## src/rtl/mac_check_pkg.sv

```systemverilog
// Shared definitions for the MAC check block: FSM state encoding, default
// widths and a ceil-log2 helper for buffer pointer sizing.
package mac_check_pkg;

  localparam int DEF_MAC_WIDTH = 128;

  localparam logic [1:0] ST_IDLE = 2'd0;
  localparam logic [1:0] ST_CMP  = 2'd1;
  localparam logic [1:0] ST_OUT  = 2'd2;

  typedef enum logic [1:0] {
    S_IDLE = ST_IDLE,
    S_CMP  = ST_CMP,
    S_OUT  = ST_OUT
  } state_e;

  function automatic int log2c(input int value);
    int result;
    result = 0;
    while ((1 << result) < value) begin
      result = result + 1;
    end
    return result;
  endfunction

endpackage

```

## src/rtl/mac_check_fifo.sv

```systemverilog
// Synchronous FIFO holding {tag, MAC} pairs in arrival order. The head entry is
// visible combinationally so a pop can load it the same cycle; no bypass path.
module mac_check_fifo
  import mac_check_pkg::*;
#(
  parameter int Width = DEF_MAC_WIDTH + 8,
  parameter int Depth = 4
) (
  input  logic             Clock,
  input  logic             Reset,
  input  logic             push_i,
  input  logic [Width-1:0] data_i,
  input  logic             pop_i,
  output logic [Width-1:0] data_o,
  output logic             full_o,
  output logic             empty_o
);

  localparam int AW = (log2c(Depth) < 1) ? 1 : log2c(Depth);

  logic [Width-1:0] mem_q [Depth];
  logic [AW-1:0]    wr_ptr_q, wr_ptr_d;
  logic [AW-1:0]    rd_ptr_q, rd_ptr_d;
  logic [AW:0]      cnt_q, cnt_d;
  logic             push_ok, pop_ok;

  assign full_o  = (cnt_q == (AW+1)'(Depth));
  assign empty_o = (cnt_q == '0);
  assign push_ok = push_i && !full_o;
  assign pop_ok  = pop_i && !empty_o;
  assign data_o  = mem_q[rd_ptr_q];

  always_comb begin
    wr_ptr_d = wr_ptr_q;
    rd_ptr_d = rd_ptr_q;
    cnt_d    = cnt_q;
    if (push_ok) begin
      wr_ptr_d = wr_ptr_q + 1'b1;
    end
    if (pop_ok) begin
      rd_ptr_d = rd_ptr_q + 1'b1;
    end
    case ({push_ok, pop_ok})
      2'b10:   cnt_d = cnt_q + 1'b1;
      2'b01:   cnt_d = cnt_q - 1'b1;
      default: cnt_d = cnt_q;
    endcase
  end

  always_ff @(posedge Clock) begin
    if (Reset) begin
      wr_ptr_q <= '0;
      rd_ptr_q <= '0;
      cnt_q    <= '0;
    end else begin
      wr_ptr_q <= wr_ptr_d;
      rd_ptr_q <= rd_ptr_d;
      cnt_q    <= cnt_d;
    end
  end

  // Storage carries no reset; stale entries are unreachable once pointers clear.
  always_ff @(posedge Clock) begin
    if (push_ok) begin
      mem_q[wr_ptr_q] <= data_i;
    end
  end

endmodule

```

## src/rtl/mac_check.sv

```systemverilog
// Pairs each computed hash with the next buffered expected MAC, compares the low
// MAC bits and reports a tagged pass/fail plus saturating violation statistics.
module mac_check
  import mac_check_pkg::*;
#(
  parameter int HashWidth = 512,
  parameter int MACWidth  = DEF_MAC_WIDTH,
  parameter int TagWidth  = 8,
  parameter int ExpDepth  = 4,
  parameter int CntWidth  = 16
) (
  input  logic                 Clock,
  input  logic                 Reset,
  input  logic                 HashInValid,
  output logic                 HashInReady,
  input  logic [HashWidth-1:0] HashIn,
  input  logic                 ExpInValid,
  output logic                 ExpInReady,
  input  logic [MACWidth-1:0]  ExpMAC,
  input  logic [TagWidth-1:0]  ExpTag,
  output logic                 ResultValid,
  input  logic                 ResultReady,
  output logic                 ResultPass,
  output logic [TagWidth-1:0]  ResultTag,
  output logic [CntWidth-1:0]  ViolationCount,
  output logic                 IntegrityError
);

  localparam int EntryWidth = MACWidth + TagWidth;

  state_e                state_q, state_d;
  logic [MACWidth-1:0]   hash_q;
  logic [MACWidth-1:0]   mac_q;
  logic [TagWidth-1:0]   tag_q;
  logic                  pass_q;
  logic [TagWidth-1:0]   res_tag_q;
  logic [CntWidth-1:0]   cnt_q;
  logic                  err_q;

  logic [EntryWidth-1:0] fifo_head;
  logic                  fifo_full, fifo_empty;
  logic                  hash_fire, res_fire;

  mac_check_fifo #(
    .Width (EntryWidth),
    .Depth (ExpDepth)
  ) u_exp_fifo (
    .Clock   (Clock),
    .Reset   (Reset),
    .push_i  (ExpInValid),
    .data_i  ({ExpTag, ExpMAC}),
    .pop_i   (hash_fire),
    .data_o  (fifo_head),
    .full_o  (fifo_full),
    .empty_o (fifo_empty)
  );

  generate
    if (HashWidth > MACWidth) begin : g_upper
      logic unused_upper;
      assign unused_upper = ^HashIn[HashWidth-1:MACWidth];
    end
  endgenerate

  assign ExpInReady = !fifo_full;
  assign hash_fire  = HashInValid && HashInReady;
  assign res_fire   = ResultValid && ResultReady;

  always_ff @(posedge Clock) begin
    if (Reset) begin
      state_q <= S_IDLE;
    end else begin
      state_q <= state_d;
    end
  end

  always_comb begin
    state_d = state_q;
    case (state_q)
      S_IDLE:  if (HashInValid && !fifo_empty) state_d = S_CMP;
      S_CMP:   state_d = S_OUT;
      S_OUT:   if (ResultReady) state_d = S_IDLE;
      default: state_d = S_IDLE;
    endcase
  end

  always_comb begin
    HashInReady = (state_q == S_IDLE) && !fifo_empty;
    ResultValid = (state_q == S_OUT);
  end

  always_ff @(posedge Clock) begin
    if (Reset) begin
      hash_q    <= '0;
      mac_q     <= '0;
      tag_q     <= '0;
      pass_q    <= 1'b0;
      res_tag_q <= '0;
    end else begin
      if (hash_fire) begin
        hash_q <= HashIn[MACWidth-1:0];
        mac_q  <= fifo_head[MACWidth-1:0];
        tag_q  <= fifo_head[EntryWidth-1:MACWidth];
      end
      if (state_q == S_CMP) begin
        pass_q    <= (hash_q == mac_q);
        res_tag_q <= tag_q;
      end
    end
  end

  // Statistics advance only when a failing result is actually handed off.
  always_ff @(posedge Clock) begin
    if (Reset) begin
      cnt_q <= '0;
      err_q <= 1'b0;
    end else if (res_fire && !pass_q) begin
      err_q <= 1'b1;
      if (cnt_q != {CntWidth{1'b1}}) begin
        cnt_q <= cnt_q + 1'b1;
      end
    end
  end

  assign ResultPass     = pass_q;
  assign ResultTag      = res_tag_q;
  assign ViolationCount = cnt_q;
  assign IntegrityError = err_q;

endmodule

```

## config.mk

```make
export PLATFORM = sky130hd
export DESIGN_NAME = mac_check
export DESIGN_NICKNAME = d
export VERILOG_FILES = /design/src/rtl/mac_check_pkg.sv /design/src/rtl/mac_check_fifo.sv /design/src/rtl/mac_check.sv
export SDC_FILE = /design/constraint.sdc
export NUM_CORES = 1
export LEC_CHECK = 0
export BUFFER_PORTS_ARGS = -buffer_cell sky130_fd_sc_hd__buf_2
export CAP_MARGIN = 20
export CORE_UTILIZATION = 30
export CTS_BUF_LIST = sky130_fd_sc_hd__clkbuf_4 sky130_fd_sc_hd__clkbuf_8 sky130_fd_sc_hd__clkbuf_16
export DETAILED_ROUTE_END_ITERATION = 10
export HOLD_SLACK_MARGIN = 0.08
export MAX_ROUTING_LAYER = met4
export PLACE_DENSITY = 0.47
export SYNTH_ARGS = -nofsm -noshare
export SYNTH_HDL_FRONTEND = slang
export SYNTH_SLANG_ARGS = --single-unit
```

## constraint.sdc

```tcl
create_clock -name Clock -period 4.5 [get_ports Clock]
set_clock_uncertainty 0.05 [all_clocks]
set_input_delay 0.225 -clock Clock [delete_from_list [all_inputs] [get_ports Clock]]
set_output_delay 0.225 -clock Clock [all_outputs]
set_load 0.05 [all_outputs]
```

==> results of run 1 <==
through the flow:
stage / setup slack, ps / cell area (um^2) / std cells
floorplan: 679 / 31600 / 2269
global placement: 1610 / 34800 / 3850
detailed placement: 1560 / 34800 / 3850
CTS: 1460 / 40700 / 4303
global route: 1300 / 40800 / 4316
finish: 1430 / 40800 / 4316
logic make-up (layout without fill, tap and decap cells):
kind of cell	count (synthesis)	in the layout
other cells	0	12
simple gates	673	673
xor+xnor	87	87
flops	843	843
mux	137	137
fa+ha+maj	7	7
compound gates	337	337
buf+inv	185	840
synth_stat cells, drive strengths merged:
cell,number
o21a,1
o2111ai,5
a2111o,1
a222oi,2
and2b,1
or4,2
clkbuf,106
nor2,26
a21oi,280
a2111oi,5
inv,60
a22o,5
xor2,54
nor3,4
and4,3
a211oi,1
ha,6
edfxtp,544
xnor2,33
nand2b,16
nand3b,1
a221oi,7
nor2b,8
fa,1
nor4b,1
or4b,1
mux2i,1
nand4,20
mux4,136
and2,1
o21ai,8
dfxtp,299
buf,19
nor4,16
o2bb2ai,4
nand3,6
and3,8
nand2,553
and3b,1
or3,5
o22ai,18
worst max path at each step:
stage | to | slack, ps | depth (start not counted) | start
after global routing | hash_q[48]$_SDFFE_PP0N_ | 1300 | 8 | u_exp_fifo.cnt_q[2]$_SDFFE_PP0P_
after global placement | ResultPass$_SDFFE_PP0N_ | 1610 | 6 | hash_q[14]$_SDFFE_PP0N_
after floorplan | u_exp_fifo.cnt_q[2]$_SDFFE_PP0P_ | 680 | 12 | u_exp_fifo.cnt_q[0]$_SDFFE_PP0P_
after detailed placement | mac_q[11]$_SDFFE_PP0N_ | 1560 | 7 | u_exp_fifo.cnt_q[2]$_SDFFE_PP0P_
after CTS | hash_q[48]$_SDFFE_PP0N_ | 1460 | 8 | u_exp_fifo.cnt_q[2]$_SDFFE_PP0P_
final | hash_q[48]$_SDFFE_PP0N_ | 1430 | 8 | u_exp_fifo.cnt_q[2]$_SDFFE_PP0P_
cell usage in the layout (no fill, tap or decap), drive strengths merged, types with 26 or more instances in the layout:
| cell | netlist | final |
|---|---|---|
| xor2 | 54 | 54 |
| edfxtp | 544 | 544 |
| dlygate4sd3 | 0 | 279 |
| a21oi | 280 | 280 |
| xnor2 | 33 | 33 |
| nand2 | 553 | 553 |
| mux4 | 136 | 136 |
| clkbuf | 106 | 145 |
| buf | 19 | 327 |
| inv | 60 | 62 |
| dfxtp | 299 | 299 |
| nor2 | 26 | 26 |
where the power goes:
group	switching, W	internal [W]	leakage, nW
Sequential	0.000691	0.00939	7.43
Combinational	0.00352	0.00229	5.08
Clock	0.00310	0.00457	1.58
Total	0.00730	0.0163	14.1
sequential cells by signal, summed over array words and instances (netlist names), 2 cells and up:
register and cells:
tag_q 8, u_exp_fifo.wr_ptr_q 2, u_exp_fifo.mem_q 544, ResultTag 8
state_q 2, u_exp_fifo.cnt_q 3, mac_q 128, ViolationCount 16
u_exp_fifo.rd_ptr_q 2, hash_q 128
cell type report:
cell class,count,area (um^2),share of cell area
flip-flops and latches,843,22300,0.548
multi-input cells,1241,8600,0.211
repair buffers,606,4710,0.116
clock buffers,145,2820,0.0692
well taps,1380,1730,0.0423
clock inverters,29,324,0.00795
inverters,60,233,0.00571
diodes,12,30.0,0.000737
metal layers:
metal | track usage | up-vias | wire (um)
met2 | 0.276 | 604 | 43600
met5 | - | - | 0
li1 | - | 9417 | -
met3 | 0.0393 | 111 | 6440
met4 | 0.0423 | 0 | 1820
met1 | 0.257 | 10300 | 44000
critical path, delay by kind of cell (launching register included):
family          cells  cell delay [ps]
simple gates        4              920
buf+inv             3             1360
compound gates      1              160
flops               1              370
==> run summary, run 1 <==
Cell Pwr Density: 578 mW/mm^2
Hpwl dp: 64500 um
Post-synth net total: 2929
GRT Util Overall: 0.185
Share of layout cells above drive strength 1: 0.221
Post-Synth Adder-Cell Area: 0.00301
Total grt overflow: 0
CTS buffer count: 92
Antenna viol nets, final: 0
Initial Util: 0.304
Clk root buf: clkbuf_16
Synth Warn #: 0
Die area: 0.107 mm^2
Hold Violations, Final: 0
Lkg Pwr: 14.1 nW
Critical path, cell by cell: nor3_1 > nor3_1 > nand2_4 > inv_8 > buf_12 > nand2_1 > a21oi_1 > dlygate4sd3_1
Ranking of synthesized cells by area: edfxtp_1 (52%), dfxtp_1 (19%), mux4_2 (9.7%)
Sequential fraction of the synthesis area: 0.706
Setup slack, reg-to-reg: 1430 ps
Worst-Margin Slew: 1040 ps
Initial antenna violation count: 13
Cell Area, Synth: 0.0316 mm^2
Worst-path clk slew: 60 ps
Max-capacitance violation count: 0
Reg-to-Reg End: hash_q[48]$_SDFFE_PP0N_
WL/cell: 22.2 um
Synth top area share: 0.517
FF-to-FF path depth: 8
Mux contribution to synthesized area: 0.0972
Post-CTS Setup Bufs: 0
Placer Congestion: 0.893
DRC violations left: 0
Row count: 118
Fin nets: 3504
Hold depth: 5
RSZ-0062 raised after global routing: no
Fmax: 326 MHz
First-pass GRT wire length: 140000 um
Req. time, crit path: 5040 ps
IO Pins: 682
Mean Syn Cell Area: 13.9 um^2
Clock latency at the later pin of the worst-skew pair: 660 ps
Die width: 327 um
Post_cts resized: 0
Post-Synthesis Cells: 2269
Cell taking the most area after synthesis: edfxtp_1
Depth of the CTS H-tree: 3
Top cell by count, worst path: nor3_1
CP Launch Type: flop
Hold EP: mac_q[32]$_SDFFE_PP0N_
Reg2reg start: u_exp_fifo.cnt_q[2]$_SDFFE_PP0P_
Synthesis-to-layout area growth: 29.0%
Hold/Removal Path Class: in -> reg
Worst vdd ir: 0.000408 V
Count of final setup violators: 0
Clock Path Buffers: 3
CP peak stage delay: 560 ps
Largest family of logic cells by synthesized area: multiplexers
Final Max Slew Viols: 0
Pre-Repair DR Iteration Count: 5
Initial DRC count: 1545
Num Clock Sinks: 843
Largest net degree at the start of global routing: 183
Final worst-path cycle share: 0.682
Hold_sp: HashInValid
Core area: 0.104 mm^2
Layout fillers: 9982
Total vias in the final route: 20400
Post-CTS Hold Buffers: 279
Vias in the first global route: 20700
#FFs+latches synth: 843
Final setup TNS: 0 ps
Die Y: 327 um
Final hold slack: 99.0 ps
Port Buffer Count: 297
CP max-delay cell: dlygate4sd3_1
CP Data Arrival Time: 3610 ps
Tot Pwr: 0.0236 W
Yosys cell types: 50
XOR/XNOR share of the synthesized area: 0.0241
Post-synthesis compound-gate area fraction: 0.0581
CP Capture Type: flop
Simple-gate share of the synthesized area: 0.0887
Avg Vias per Cell: 4.73
Critical path type: reg -> reg
CTS tree: done
Outcome: completed
Max FO, Critical Path: 132
Final Util: 0.392
WL final: 95800 um
Tmin final: 3070 ps
Slew margin rel.: 0.305
(Power assumes the default switching activity.)
==> run 2, diff against run 1 <==
==> constraint.sdc (replaced) <==
create_clock -name Clock -period 2.5 [get_ports Clock]
set_clock_uncertainty 0.05 [all_clocks]
set_input_delay 0.125 -clock Clock [delete_from_list [all_inputs] [get_ports Clock]]
set_output_delay 0.125 -clock Clock [all_outputs]
set_load 0.05 [all_outputs]
==> run 2 against run 1 <==
Design area rose by 1.5%. Flip-flop and latch count did not move. Utilization rose by 0.59 points. Hold slack improved by 75 ps. Largest power group unchanged.
==> run summary, run 2 (synthesis results as in run 1) <==
Outcome: completed
Worst-Margin Slew: 1060 ps (+29.4 ps)
Largest registers: u_exp_fifo.mem_q: 544 flops, hash_q: 128 flops, mac_q: 128 flops
FF-to-FF path depth: 7 (-1)
CP Launch Type: flop
Largest Register: u_exp_fifo.mem_q
GRT Util Overall: 0.186 (+0.000832)
Worst vdd ir: 0.00111 V (+170%)
Num Clock Sinks: 843 (unchanged)
Hold_sp: ExpMAC[114]
Max-capacitance violation count: 0 (unchanged)
IO Pins: 682 (unchanged)
Req. time, crit path: 3010 ps (-2030 ps)
Critical path type: reg -> reg
Most frequent cells in the layout: nand2_1 (552), edfxtp_1 (544), buf_2 (296), dfxtp_1 (294), dlygate4sd3_1 (282)
WL final: 97400 um (+1.7%)
Hpwl dp: 66600 um (+3.4%)
Max FO, Critical Path: 2 (-98%)
Final Max Slew Viols: 0 (unchanged)
Largest net degree at the start of global routing: 202 (+10%)
Fin nets: 3554 (+1.4%)
Hold Violations, Final: 0 (unchanged)
Fmax: 423 MHz (+30%)
Worst Setup SP: mac_q[42]$_SDFFE_PP0N_
WL/cell: 22.3 um (+0.41%)
Clock Path Buffers: 3 (unchanged)
Hold/Removal Path Class: in -> reg
Total vias in the final route: 20700 (+1.2%)
Die Y: 327 um (unchanged)
Core area: 0.104 mm^2 (unchanged)
Avg Vias per Cell: 4.73 (about the same)
Worst-path clk slew: 60 ps (about the same)
Number of flip-flops in the largest register: 544 (unchanged)
Pre-Repair DR Iteration Count: 5 (unchanged)
Slew margin rel.: 0.290 (-0.0146)
Cell Pwr Density: 1050 mW/mm^2 (+81%)
Initial Util: 0.304 (unchanged)
CTS tree: done
Lkg Pwr: 14.4 nW (+2.0%)
Initial antenna violation count: 23 (+10)
Initial DRC count: 1446 (-6.4%)
Total grt overflow: 0 (unchanged)
Final worst-path cycle share: 0.945 (+0.263)
CP Data Arrival Time: 2880 ps (-730 ps)
First-pass GRT wire length: 140000 um (+0.33%)
Die area: 0.107 mm^2 (unchanged)
Port Buffer Count: 297 (unchanged)
Vias in the first global route: 20700 (+0.058%)
Synthesis-to-layout area growth: 30.9%
Most common cell after layout, fill and taps aside: nand2_1
Clk root buf: clkbuf_16
Row count: 118 (unchanged)
Hold depth: 2 (-3)
Tot Pwr: 0.0434 W (+84%)
DRC violations left: 0 (unchanged)
Share of layout cells above drive strength 1: 0.231 (+0.00999)
DP Cell Count: 3896 (+1.2%)
RSZ-0062 raised after global routing: no
Reg2reg start: mac_q[42]$_SDFFE_PP0N_
Depth of the CTS H-tree: 3 (unchanged)
Clock latency at the later pin of the worst-skew pair: 650 ps (about the same)
Antenna viol nets, final: 0 (unchanged)
Tmin final: 2360 ps (-706 ps)
CTS buffer count: 94 (+2.2%)
Die width: 327 um (unchanged)
CP Capture Type: flop
Placer Congestion: 0.880 (-1.5%)
Non-filler instance count after layout: 4370 (+1.3%)
Count of final setup violators: 0 (unchanged)
==> run 2: repair_timing <==
action                                 CTS  global route
resized for setup                        0             2
setup endpoints to repair                0             5
hold buffers                           282             0
endpoints found under the hold margin  719             0
setup buffers                            0             0
==> run 2: path summary, 6_finish.rpt <==
path	to	slack, ps
worst max-delay path	ResultPass$_SDFFE_PP0N_	140
worst min-delay path	u_exp_fifo.mem_q[0][114]$_DFFE_PP_	170
worst max register to register	ResultPass$_SDFFE_PP0N_	140
worst min register to register	ResultTag[5]$_SDFFE_PP0N_	400
==> run 2: per-layer routing <==
metal	wire [um]	global-route usage	share of wire
met5	0	-	0
met3	7220	0.0438	0.074
met1	44700	0.257	0.46
met2	43100	0.274	0.44
met4	2450	0.0479	0.025
==> run 2: through the flow <==
stage	TNS [ps]	setup slack (ps)	hold slack, ps	area, um^2	util
floorplan	-16570	-121	174	31700	-
global placement	0	231	285	35400	0.340
detailed placement	0	177	293	35400	0.340
CTS	0	87.8	122	41300	0.398
global route	0	17.4	142	41400	0.398
finish	0	137	174	41400	0.398
==> run 2: worst max-delay path, cell delays in order (launching register included) <==
cell and delay (ps):
dfxtp_1 310, xnor2_1 320, nand4_1 230, nor4_1 380, buf_4 200, nand4_2 130, or4_1 450, o21ai_1 210
==> run 2: power breakdown <==
| group | switching, W | internal [W] | leakage, nW |
|---|---|---|---|
| registers | 0.00118 | 0.0169 | 7.43 |
| logic | 0.00669 | 0.00461 | 5.37 |
| clock network | 0.00565 | 0.00833 | 1.57 |
==> run 2: cell type report <==
class / instances / area (um^2)
Fill cell: 9921 / 62600
Sequential cell: 843 / 22300
Multi-Input combinational cell: 1241 / 8640
Timing Repair Buffer: 654 / 5260
Clock buffer: 119 / 2650
Tap cell: 1380 / 1730
Clock inverter: 58 / 510
Inverter: 60 / 233
Antenna cell: 15 / 37.5
==> run 3, diff against run 2 <==
--- a/config.mk
+++ b/config.mk
@@ -5,6 +5,7 @@
 export SDC_FILE = /design/constraint.sdc
 export NUM_CORES = 1
 export LEC_CHECK = 0
+export ABC_AREA = 1
 export BUFFER_PORTS_ARGS = -buffer_cell sky130_fd_sc_hd__buf_2
 export CAP_MARGIN = 20
 export CORE_UTILIZATION = 30
@@ -13,6 +14,7 @@
 export HOLD_SLACK_MARGIN = 0.08
 export MAX_ROUTING_LAYER = met4
 export PLACE_DENSITY = 0.47
+export REMOVE_ABC_BUFFERS = 1
 export SYNTH_ARGS = -nofsm -noshare
 export SYNTH_HDL_FRONTEND = slang
 export SYNTH_SLANG_ARGS = --single-unit
==> run 3 against run 2 <==
Clock power hardly changed. Cell count up 17%. Critical path depth grew 1. Die area rose by 3.1%. Global-route usage shrank 1.6 points. Via count is 15% higher. Combinational power barely moved. Design area increased by 1.7%. Flip-flop and latch count unchanged.
==> run summary, run 3 <==
Outcome: completed
Initial Util: 0.304 (-0.000546)
Clk root buf: clkbuf_16
Mean Syn Cell Area: 10.7 um^2 (-23%)
Hpwl dp: 53400 um (-20%)
Reg2reg start: u_exp_fifo.cnt_q[2]$_SDFFE_PP0P_
Lkg Pwr: 15.3 nW (+6.2%)
Largest Register: u_exp_fifo.mem_q
Synth top area share: 0.501 (-0.0155)
CP max-delay cell: dlygate4sd3_1
Setup slack, reg-to-reg: 120 ps (-20 ps)
Share of layout cells above drive strength 1: 0.146 (-0.0848)
Synth Warn #: 0 (unchanged)
Number of flops mapped to enable cells by yosys: 544 (unchanged)
DP Cell Count: 4616 (+18%)
CP Launch Type: flop
Most common cell after layout, fill and taps aside: edfxtp_1
Dpl ws: 363 ps (+186 ps)
Hold/Removal Path Class: in -> reg
Yosys cell types: 34 (-32%)
Sw Ratio: 0.323 (+0.0109)
WL/cell: 17.9 um (-20%)
Combinational share of power: 0.259 (-0.002)
Clock power frac: 0.322 (about the same)
Met3 track demand over resource: 0.0316 (-0.0122)
Core area: 0.107 mm^2 (+3.3%)
IO Pins: 682 (unchanged)
Cell Area, Synth: 0.0326 mm^2 (+3.1%)
Layout fillers: 10600 (+6.4%)
Psw: 0.0138 W (+2.3%)
Die width: 332 um (+1.5%)
Total grt overflow: 0 (unchanged)
Largest registers: u_exp_fifo.mem_q: 544 flops, hash_q: 128 flops, mac_q: 128 flops
FF-to-FF path depth: 8 (+1)
CP peak stage delay: 550 ps (+100 ps)
Cell Pwr Density: 1020 mW/mm^2 (-2.8%)
Number of flip-flops in the largest register: 544 (unchanged)
Final Max Slew Viols: 0 (unchanged)
Largest net degree at the start of global routing: 151 (-25%)
WL final: 92000 um (-5.5%)
Reg-to-Reg End: hash_q[55]$_SDFFE_PP0N_
Synth top cells by count: edfxtp_1 (544), nand2_1 (471), nor2_1 (364), o21ai_0 (340), dfxtp_1 (299)
Antenna viol nets, final: 0 (unchanged)
Ranking of synthesized cells by area: edfxtp_1 (50%), dfxtp_1 (18%), nand2_1 (5.4%)
Placer Congestion: 0.748 (-15%)
Asr flop ratio synth: 0 (unchanged)
Clock latency at the later pin of the worst-skew pair: 670 ps (+20 ps)
Total vias in the final route: 23700 (+15%)
Internal power: 0.0290 W (-2.7%)
Critical path type: reg -> reg
Hold_sp: ExpTag[7]
Final setup margin: 120 ps (-17.3 ps)
Initial DRC count: 1280 (-11%)
GRT busiest layer: met2
Vias in the first global route: 23300 (+12%)
Fmax: 420 MHz (-0.73%)
Port Buffer Count: 297 (unchanged)
Critical path, cell by cell: o31ai_2 > inv_2 > nand2_8 > buf_6 > buf_4 > o21ai_0 > a21oi_1 > dlygate4sd3_1
Pre-Repair DR Iteration Count: 5 (unchanged)
Reg power frac: 0.419 (+0.002)
Count of final setup violators: 0 (unchanged)
Tmin final: 2380 ps (+17.3 ps)
CP Capture Type: flop
Die area: 0.110 mm^2 (+3.1%)
GRT met2 Usage: 0.269 (-0.00444)
Most numerous cell in the Yosys netlist: edfxtp_1
Final setup TNS: 0 ps (unchanged)
CP Data Arrival Time: 2910 ps (+30 ps)
CTS tree: done
Cell taking the most area after synthesis: edfxtp_1
RSZ-0062 raised after global routing: yes
Req. time, crit path: 3030 ps (+20 ps)
DRC violations left: 0 (unchanged)
Hold EP: u_exp_fifo.mem_q[1][135]$_DFFE_PP_
Die Y: 332 um (+1.5%)
Initial antenna violation count: 30 (+30%)
Final worst-path cycle share: 0.952 (+0.00690)
Primary FF master, synth: edfxtp_1
Met1 GRT Util: 0.221 (-0.0353)
Synthesis-to-layout area growth: 29.1%
Fin nets: 4272 (+20%)
Worst-path clk slew: 60 ps (about the same)
Depth of the CTS H-tree: 3 (unchanged)
Hold depth: 2 (unchanged)
Post-Synthesis Cells: 3042 (+34%)
Row count: 120 (+1.7%)
Slew margin rel.: 0.402 (+0.112)
CTS buffer count: 95 (+1.1%)
Tot Pwr: 0.0429 W (-1.1%)
Num Clock Sinks: 843 (unchanged)
#FFs+latches synth: 843 (unchanged)
Max FO, Critical Path: 29 (+27)
Worst-Margin Slew: 896 ps (-168 ps)
Hold Violations, Final: 0 (unchanged)
Worst vdd ir: 0.000574 V (-48%)
GRT Util Overall: 0.170 (-0.0162)
Most frequent cells in the layout: edfxtp_1 (544), nand2_1 (471), nor2_1 (360), o21ai_0 (340), dlygate4sd3_1 (301)
Sequential fraction of the synthesis area: 0.685 (-0.0212)
Clock Path Buffers: 3 (unchanged)
Non-filler instance count after layout: 5128 (+17%)
Avg Vias per Cell: 4.62 (-2.3%)
First-pass GRT wire length: 140000 um (about the same)
Max-capacitance violation count: 0 (unchanged)
Final Util: 0.392 (-0.00609)
[run 3: cell types whose count changed after synthesis, sizes merged, moves of 8 or more]
cell / change
nor2b: -8
inv: +134
mux4: -136
nor2: +339
nor4: -16
o22ai: +125
nand2b: -16
and3: -8
nand2: -79
xor2: -39
o21ai: +444
clkbuf: -29
buf: +85
[run 3: logic make-up after synthesis]
family          synth area share
xor+xnor                  0.0140
compound gates             0.142
buf+inv                   0.0516
simple gates               0.105
flops                      0.685
fa+ha+maj                0.00292
[run 3: power groups by stage]
stage	clock network, W	registers (W)	logic (W)
2_1_floorplan	0	0.0186	0.00628
3_3_place_gp	0	0.0182	0.0107
3_5_place_dp	0	0.0183	0.0107
4_1_cts	0.0142	0.0180	0.0112
5_1_grt	0.0147	0.0182	0.0126
6_report	0.0138	0.0180	0.0111
[run 3: area by class of cell]
type | instances | area, um^2 | area share
diodes | 30 | 75.1 | 0.00178
clock buffers | 135 | 2760 | 0.0655
clock inverters | 45 | 382 | 0.00907
inverters | 194 | 751 | 0.0178
multi-input cells | 1824 | 8630 | 0.205
flip-flops and latches | 843 | 22300 | 0.530
well taps | 1403 | 1760 | 0.0417
repair buffers | 654 | 5410 | 0.129
[run 3: timing repair]
item	in CTS	in global routing
resized for setup	0	5
buffers inserted	0	0
hold endpoints to repair	742	0
setup endpoints to repair	0	15
hold buffers	301	0
[run 3: critical path: cells and delay by family (launching register included)]
family          cells  cell delay, ps
compound gates      3             550
buf+inv             4            1180
flops               1             340
simple gates        1             170
[run 3: through the flow]
step                      cell area (um^2)  hold WS, ps
after floorplan                      31600          144
after global placement               35800          292
after detailed placement             35800          294
after CTS                            42000         84.6
after global routing                 42100          120
final                                42100          158
[run 3: routing by layer]
| metal | vias to the layer above | wire length, um |
|---|---|---|
| met5 | - | 0 |
| met4 | 0 | 1940 |
| met3 | 105 | 4230 |
| met2 | 440 | 42400 |
| met1 | 11400 | 43500 |
| li1 | 11700 | - |
[run 3: worst max path at each step]
stage,cells past startpoint,from,endpoint,slack (ps)
2_1_floorplan,5,u_exp_fifo.rd_ptr_q[0]$_SDFFE_PP0P_,mac_q[31]$_SDFFE_PP0N_,-6450
3_3_place_gp,12,hash_q[61]$_SDFFE_PP0N_,ResultPass$_SDFFE_PP0N_,340
3_5_place_dp,11,hash_q[60]$_SDFFE_PP0N_,ResultPass$_SDFFE_PP0N_,360
4_1_cts,8,u_exp_fifo.cnt_q[2]$_SDFFE_PP0P_,hash_q[55]$_SDFFE_PP0N_,20
5_1_grt,8,u_exp_fifo.cnt_q[2]$_SDFFE_PP0P_,hash_q[113]$_SDFFE_PP0N_,-20
6_report,8,u_exp_fifo.cnt_q[2]$_SDFFE_PP0P_,hash_q[55]$_SDFFE_PP0N_,120
